`config.mk`:
```
export PLATFORM = sky130hd
export DESIGN_NAME = ms_timer
export DESIGN_NICKNAME = d
export VERILOG_FILES = /design/src/rtl/ms_timer.sv
export SDC_FILE = /design/constraint.sdc
export NUM_CORES = 1
export LEC_CHECK = 0
export CORE_MARGIN = 2
export CORE_UTILIZATION = 57
export DETAILED_ROUTE_END_ITERATION = 6
export GPL_ROUTABILITY_DRIVEN = 1
export PLACE_DENSITY = 0.85
export SKIP_CTS_REPAIR_TIMING = 1
export SYNTH_ARGS = -nofsm -noshare
export SYNTH_HDL_FRONTEND = slang
export SYNTH_SLANG_ARGS = --single-unit
```
`constraint.sdc`:
```
create_clock -name clk -period 3.7 [get_ports clk]
set_input_delay 0.37 -clock clk [delete_from_list [all_inputs] [get_ports clk]]
set_output_delay 0.37 -clock clk [all_outputs]
set_load 0.03 [all_outputs]
```
`src/rtl/ms_timer.sv`:
```
// Millisecond up/down timer for the reaction-time game: prescaled 1 ms ticks,
// saturating count in [0, MAX_MS], synchronous preset via load.
module ms_timer #(
  parameter int unsigned MAX_MS      = 2047,
  parameter int unsigned CLKS_PER_MS = 50000
) (
  input  logic                      clk,
  input  logic                      reset,
  input  logic                      enable,
  input  logic                      up,
  input  logic                      load,
  input  logic [$clog2(MAX_MS)-1:0] load_value,
  output logic [$clog2(MAX_MS)-1:0] timer_value,
  output logic                      ms_tick,
  output logic                      at_zero,
  output logic                      at_max
);

  localparam int unsigned W  = $clog2(MAX_MS);
  localparam int unsigned PW = $clog2(CLKS_PER_MS);

  localparam logic [W-1:0]  CNT_MAX = W'(MAX_MS);
  localparam logic [PW-1:0] PS_LAST = PW'(CLKS_PER_MS - 1);

  if ((((MAX_MS + 1) & MAX_MS) != 0) || (MAX_MS < 3)) begin : g_bad_max_ms
    $error("ms_timer: MAX_MS must be 2**k-1 with k >= 2");
  end
  if (CLKS_PER_MS < 2) begin : g_bad_clks_per_ms
    $error("ms_timer: CLKS_PER_MS must be >= 2");
  end

  logic [PW-1:0] prescaler;
  logic [W-1:0]  count;
  logic          tick;
  logic [W-1:0]  count_next;

  assign tick = enable && (prescaler == PS_LAST);

  // Saturation is decided before the add/subtract, so the counter never wraps.
  always_comb begin
    count_next = count;
    if (up) begin
      if (count != CNT_MAX) count_next = count + W'(1);
    end else begin
      if (count != '0) count_next = count - W'(1);
    end
  end

  always_ff @(posedge clk) begin
    if (reset) begin
      count     <= '0;
      prescaler <= '0;
      ms_tick   <= 1'b0;
    end else if (load) begin
      count     <= load_value;
      prescaler <= '0;
      ms_tick   <= 1'b0;
    end else if (enable) begin
      prescaler <= tick ? '0 : prescaler + PW'(1);
      ms_tick   <= tick;
      if (tick) count <= count_next;
    end else begin
      ms_tick <= 1'b0;
    end
  end

  assign timer_value = count;
  assign at_zero     = (count == '0);
  assign at_max      = (count == CNT_MAX);

endmodule

```
==> impl_metrics.env, run 1 <==
export IMPL_initial_utilization_pct=59.5
export IMPL_die_x_um=60.2
export IMPL_synth_fp_nets=241
export IMPL_max_freq_mhz=419
export IMPL_status="complete, no violations"
export IMPL_min_delay_start="prescaler[1]"
export IMPL_grt_max_degree=18
export IMPL_worst_setup_path_end_kind="register"
export IMPL_syn_instance_count=214
export IMPL_fin_area_mm2=0.00219
export IMPL_cp_slowest_stage_delay_ns=0.56
export IMPL_slew_violations=0
export IMPL_routed_wl_um=4090
export IMPL_path_class="in -> reg"
export IMPL_placed_area_mm2=0.00213
export IMPL_p_total_mw=0.681
export IMPL_drc_errors=0
export IMPL_path_delay_family="buffers and inverters"
export IMPL_ys_warn_count=0
export IMPL_r2r_start="timer_value[0]"
export IMPL_die_h_um=60.2
export IMPL_path_cells="clkdlybuf4s50_1 > inv_1 > ha_1 > o21ai_0 > or2_2 > a22o_1 > xnor2_1 > a31o_2"
export IMPL_first_global_vias=1411
export IMPL_cts_sink_count=28
export IMPL_rr_worst_depth=8
export IMPL_syn_area_per_cell_um2=8.41
export IMPL_core_area_mm2=0.00303
export IMPL_yosysUniqueCellTypes=53
export IMPL_io_pins=30
export IMPL_worst_slew_pin_transition_ns=0.491
export IMPL_hold_path_class="reg -> reg"
export IMPL_path_clk_slew_ns=0.16
export IMPL_htreeDepth=1
export IMPL_track_usage_pct=24.0
export IMPL_synth_edf_count=0
export IMPL_routed_via_density=5.73
export IMPL_drv_cap=0
export IMPL_cts_root_buf="clkbuf_4"
export IMPL_io_buffers=29
export IMPL_hold_depth=2
export IMPL_powerDensity_mw_per_mm2=312
export IMPL_path_buf_inv=2
export IMPL_n_fill_cell=242
export IMPL_worst_clock_skew_ns=0.00856
export IMPL_setup_viol=0
export IMPL_layout_drive_gt1_share_pct=6.17
export IMPL_drtIter0Drc=124
export IMPL_crit_path_start_kind="input port"
export IMPL_peakVddDrop_v=0.000223
export IMPL_cp_max_fo=11
export IMPL_grt_antenna_before_repair=0
export IMPL_cts_buffers=3
export IMPL_rows=20
export IMPL_nNetsFinal=271
export IMPL_timing_hold_ws_ns=0.499
export IMPL_firstDrtPassIters=4
export IMPL_cellLeakagePower_nw=0.779
export IMPL_cp_arrival_ns=2.63
export IMPL_cts_max_path_buffers=2
export IMPL_vias=1645
export IMPL_cts_tree="done"
export IMPL_gp_congestion=0.913
export IMPL_hold_path_end="prescaler[1]"
export IMPL_finalSetupTns_ns=0
export IMPL_dpl_hpwl_um=3030
export IMPL_ant_nets=0
export IMPL_slew_headroom_pct=67.1
export IMPL_synth_flop_cell="dfxtp_1"
export IMPL_finalCriticalPeriod_ns=2.39
export IMPL_rrSetupSlack_ns=1.64
export IMPL_insertion_delay_ns=0.33
export IMPL_ys_seq_elements=28
export IMPL_grt_overflow_total=0
export IMPL_die_area_mm2=0.00362
export IMPL_cp_slowest_cell="clkdlybuf4s50_1"
export IMPL_seq_area_frac_synth_pct=31.1
export IMPL_finalCritPeriodShare_pct=64.5
export IMPL_rsz0062_at_grt="no"
export IMPL_hold_viol=0
export IMPL_routedWlPerCell_um=14.2
export IMPL_syn_area_mm2=0.00180
export IMPL_required_ns=3.94
export IMPL_n_antenna_cell=0
export IMPL_async_reset_ff_share_pct=0
export IMPL_worst_r2r_endpoint="timer_value[8]"
export IMPL_area_growth_pct=21.4
export IMPL_grt_pass1_wl_um=6580
==> per-layer routing <==
| layer | wire [um] | GRT usage, % | vias to the layer above |
|---|---|---|---|
| met3 | 234 | 4.33 | 6 |
| li1 | - | - | 856 |
| met2 | 1760 | 35.9 | 42 |
| met5 | 0 | 0 | - |
| met4 | 45 | 6.67 | 0 |
| met1 | 2050 | 35.2 | 741 |
==> placed cells by master (no fill, tap or decap), drive strengths merged, types with 2 or more instances in the layout <==
cell type and count:
a211oi 4, a21oi 4, a311oi 2, and3 7, and4 2, and4bb 2
clkbuf 3, clkdlybuf4s50 29, dfxtp 28, ha 10, inv 6, mux2i 2
nand2 13, nand2b 6, nand3 10, nand4 11, nor2 27, nor3 10
nor4 3, nor4b 2, o211ai 2, o21ai 10, o221ai 2, or3 3
or4 2, xnor2 9, xor2 12
==> synthesized netlist by cell type, drive strengths merged (2+ instances only) <==
library cell | number | area (um^2)
mux2i | 2 | 20.0
ha | 10 | 125
nor4 | 3 | 25.0
nand3 | 10 | 50.1
nand4 | 11 | 68.8
inv | 6 | 22.5
nor4b | 2 | 23.8
o221ai | 2 | 17.5
a21oi | 4 | 20.0
dfxtp | 28 | 561
nand2b | 6 | 37.5
and4 | 2 | 20.0
nand2 | 13 | 48.8
and4bb | 2 | 25.0
xor2 | 12 | 105
and3 | 7 | 43.8
a211oi | 4 | 30.0
a311oi | 2 | 17.5
nor2 | 27 | 101
o21ai | 10 | 50.1
nor3 | 10 | 61.3
or3 | 3 | 18.8
or4 | 2 | 18.8
xnor2 | 9 | 78.8
o211ai | 2 | 20.0
clkbuf | 4 | 15.0
==> worst max path at each step <==
stage | startpoint | endpoint | slack [ns] | cells past startpoint
after floorplan | up | timer_value[8] | 1.65 | 7
after global placement | up | timer_value[8] | 1.03 | 8
after detailed placement | up | timer_value[8] | 0.99 | 8
after CTS | up | timer_value[8] | 1.35 | 8
after global routing | up | timer_value[7] | 1.18 | 8
final | up | timer_value[8] | 1.31 | 8
==> layout make-up <==
cell class	instances	area, um^2	share of cell area [%]
inverters	7	26.3	1.20
well taps	44	55.1	2.52
repair buffers	30	298	13.6
clock inverters	1	30.0	1.37
clock buffers	3	22.5	1.03
flip-flops and latches	28	561	25.6
multi-input cells	174	1190	54.6
==> power by group <==
| group | leakage [nW] | internal (mW) | switching, mW |
|---|---|---|---|
| clock network | 0.0279 | 0.109 | 0.0968 |
| logic | 0.523 | 0.0702 | 0.0828 |
| registers | 0.228 | 0.310 | 0.0121 |
==> cell families (layout without fill, tap and decap cells) <==
| family | after synthesis | count (layout) | share of synthesized area [%] |
|---|---|---|---|
| AOI/OAI and AO/OA | 36 | 36 | 14.3 |
| xor gates and xnor gates | 21 | 21 | 10.2 |
| adders and majority gates | 11 | 11 | 8.06 |
| buffers and inverters | 12 | 41 | 2.57 |
| DFF | 28 | 28 | 31.1 |
| muxes | 2 | 2 | 1.11 |
| and+or+nand+nor | 104 | 104 | 32.6 |
==> metrics by stage <==
| stage | std cells | util (%) | setup WS (ns) |
|---|---|---|---|
| floorplan | 214 | - | 1.65 |
| global placement | 283 | 70.5 | 1.03 |
| detailed placement | 283 | 70.5 | 0.992 |
| CTS | 287 | 72.2 | 1.35 |
| global route | 287 | 72.2 | 1.18 |
| finish | 287 | 72.2 | 1.31 |
==> sequential cells by signal, summed over array words and instances (netlist names) <==
signal,count
timer_value,11
ms_tick,1
prescaler,16
==> tightest hold or removal path, cell delays in order (launching register included) <==
cell,delay [ns]
dfxtp_1,0.35
nand2b_1,0.07
a21oi_1,0.05
Power figures use the tool's default switching activity.
==> run 2: changes to the inputs <==
CORE_UTILIZATION = 48   (was 57)
PLACE_DENSITY = 0.76   (was 0.85)
clock period = 2 ns   (was 3.7 ns; I/O delays follow)
==> impl_metrics.env, run 2 (synthesis gave the netlist of run 1 again) <==
export IMPL_max_freq_mhz=508
export IMPL_met3WireLength_um=332
export IMPL_initial_utilization_pct=49.6
export IMPL_status="complete, no violations"
export IMPL_io_pins=30
export IMPL_placed_area_mm2=0.00246
export IMPL_die_area_mm2=0.00426
export IMPL_die_h_um=65.2
export IMPL_cts_sink_count=28
export IMPL_first_global_vias=1863
export IMPL_final_cell_mix="buf_4 (46), nor2_1 (27), clkdlybuf4s50_1 (26)"
export IMPL_area_growth_pct=43.8
export IMPL_min_delay_start="load_value[2]"
export IMPL_grt_overflow_total=0
export IMPL_path_cells="inv_1 > fa_1 > nor2b_2 > o31ai_1 > buf_4 > a22o_1 > xnor2_1 > a31o_2"
export IMPL_die_x_um=65.2
export IMPL_worst_setup_path_end_kind="register"
export IMPL_cp_max_fo=5
export IMPL_routed_via_density=5.75
export IMPL_top_layer="met4"
export IMPL_cp_arrival_ns=2.16
export IMPL_core_area_mm2=0.00363
export IMPL_gp_congestion=0.928
export IMPL_top_register="prescaler"
export IMPL_timing_hold_ws_ns=0.474
export IMPL_routed_wl_um=5040
export IMPL_finalCriticalPeriod_ns=1.97
export IMPL_grt_max_degree=17
export IMPL_drc_errors=0
export IMPL_routedWlPerCell_um=15.0
export IMPL_grt_antenna_before_repair=0
export IMPL_insertion_delay_ns=0.29
export IMPL_drv_cap=0
export IMPL_final_common_cell="buf_4"
export IMPL_wl_met2_um=2400
export IMPL_n_fill_cell=288
export IMPL_cellLeakagePower_nw=1.06
export IMPL_ant_nets=0
export IMPL_io_buffers=29
export IMPL_largest_register_ffs=16
export IMPL_r2r_start="timer_value[0]"
export IMPL_hold_path_class="in -> reg"
export IMPL_dp_cells=330
export IMPL_wl_met1_um=2210
export IMPL_cts_root_buf="clkbuf_8"
export IMPL_path_buf_inv=2
export IMPL_stdcell_count=336
export IMPL_drtIter0Drc=118
export IMPL_layout_drive_gt1_share_pct=24.0
export IMPL_fin_area_mm2=0.00259
export IMPL_finalCritPeriodShare_pct=98.5
export IMPL_path_class="reg -> reg"
export IMPL_cts_max_path_buffers=2
export IMPL_setup_viol=0
export IMPL_hold_viol=0
export IMPL_cp_slowest_stage_delay_ns=0.43
export IMPL_powerDensity_mw_per_mm2=551
export IMPL_required_ns=2.19
export IMPL_crit_path_start_kind="register"
export IMPL_rsz0062_at_grt="no"
export IMPL_firstDrtPassIters=4
export IMPL_peakVddDrop_v=0.000334
export IMPL_crit_start="timer_value[0]"
export IMPL_path_delay_family="compound AO/OA/AOI/OAI gates"
export IMPL_htreeDepth=1
export IMPL_cts_buffers=3
export IMPL_cts_tree="done"
export IMPL_slew_headroom_pct=68.4
export IMPL_grt_pass1_wl_um=8390
export IMPL_cp_slowest_cell="fa_1"
export IMPL_nNetsFinal=316
export IMPL_slew_violations=0
export IMPL_track_usage_pct=25.0
export IMPL_rows=22
export IMPL_dpl_hpwl_um=3650
export IMPL_vias=1933
export IMPL_path_clk_slew_ns=0.11
export IMPL_rrSetupSlack_ns=0.03
export IMPL_worst_clock_skew_ns=0.00893
export IMPL_n_antenna_cell=0
export IMPL_worst_slew_pin_transition_ns=0.472
run 2: worst min-delay path: stages:
cell	delay, ns
clkdlybuf4s50_1	0.40
nor2_1	0.08
a211oi_1	0.05
run 2: stage by stage:
stage	setup WS (ns)	power, mW	setup TNS [ns]	util, %
floorplan	0.0224	0.787	0	-
global placement	-0.307	0.942	-2.72	67.8
detailed placement	-0.383	0.949	-3.14	67.8
CTS	-0.262	1.41	-0.798	69.8
global route	0.00369	1.49	0	71.3
finish	0.0309	1.43	0	71.3
run 2: power breakdown:
| part | internal, mW | leakage [nW] | switching (mW) |
|---|---|---|---|
| sequential | 0.573 | 0.229 | 0.0221 |
| combinational | 0.182 | 0.797 | 0.181 |
| clock | 0.269 | 0.0357 | 0.199 |
| total | 1.02 | 1.06 | 0.402 |
run 2: metal layers:
| metal | vias up | global-route usage (%) |
|---|---|---|
| li1 | 944 | - |
| met1 | 903 | 31.9 |
| met2 | 71 | 43.9 |
| met3 | 15 | 2.57 |
| met4 | 0 | 8.07 |
| met5 | - | 0 |
run 2: final cells by class:
class                   count  area [um^2]  share of cell area (%)
well taps                  48         60.1                    2.32
repair buffers             75          643                    24.8
multi-input cells         174         1220                    47.1
clock buffers               3         41.3                    1.59
clock inverters             1         30.0                    1.16
inverters                   7         28.8                    1.11
flip-flops and latches     28          567                    21.9
run 2: worst paths after layout:
check                                       to  cells past startpoint
worst max register to register  timer_value[8]                      8
worst max-delay path            timer_value[8]                      8
worst min register to register   prescaler[15]                      2
worst min-delay path            timer_value[2]                      3
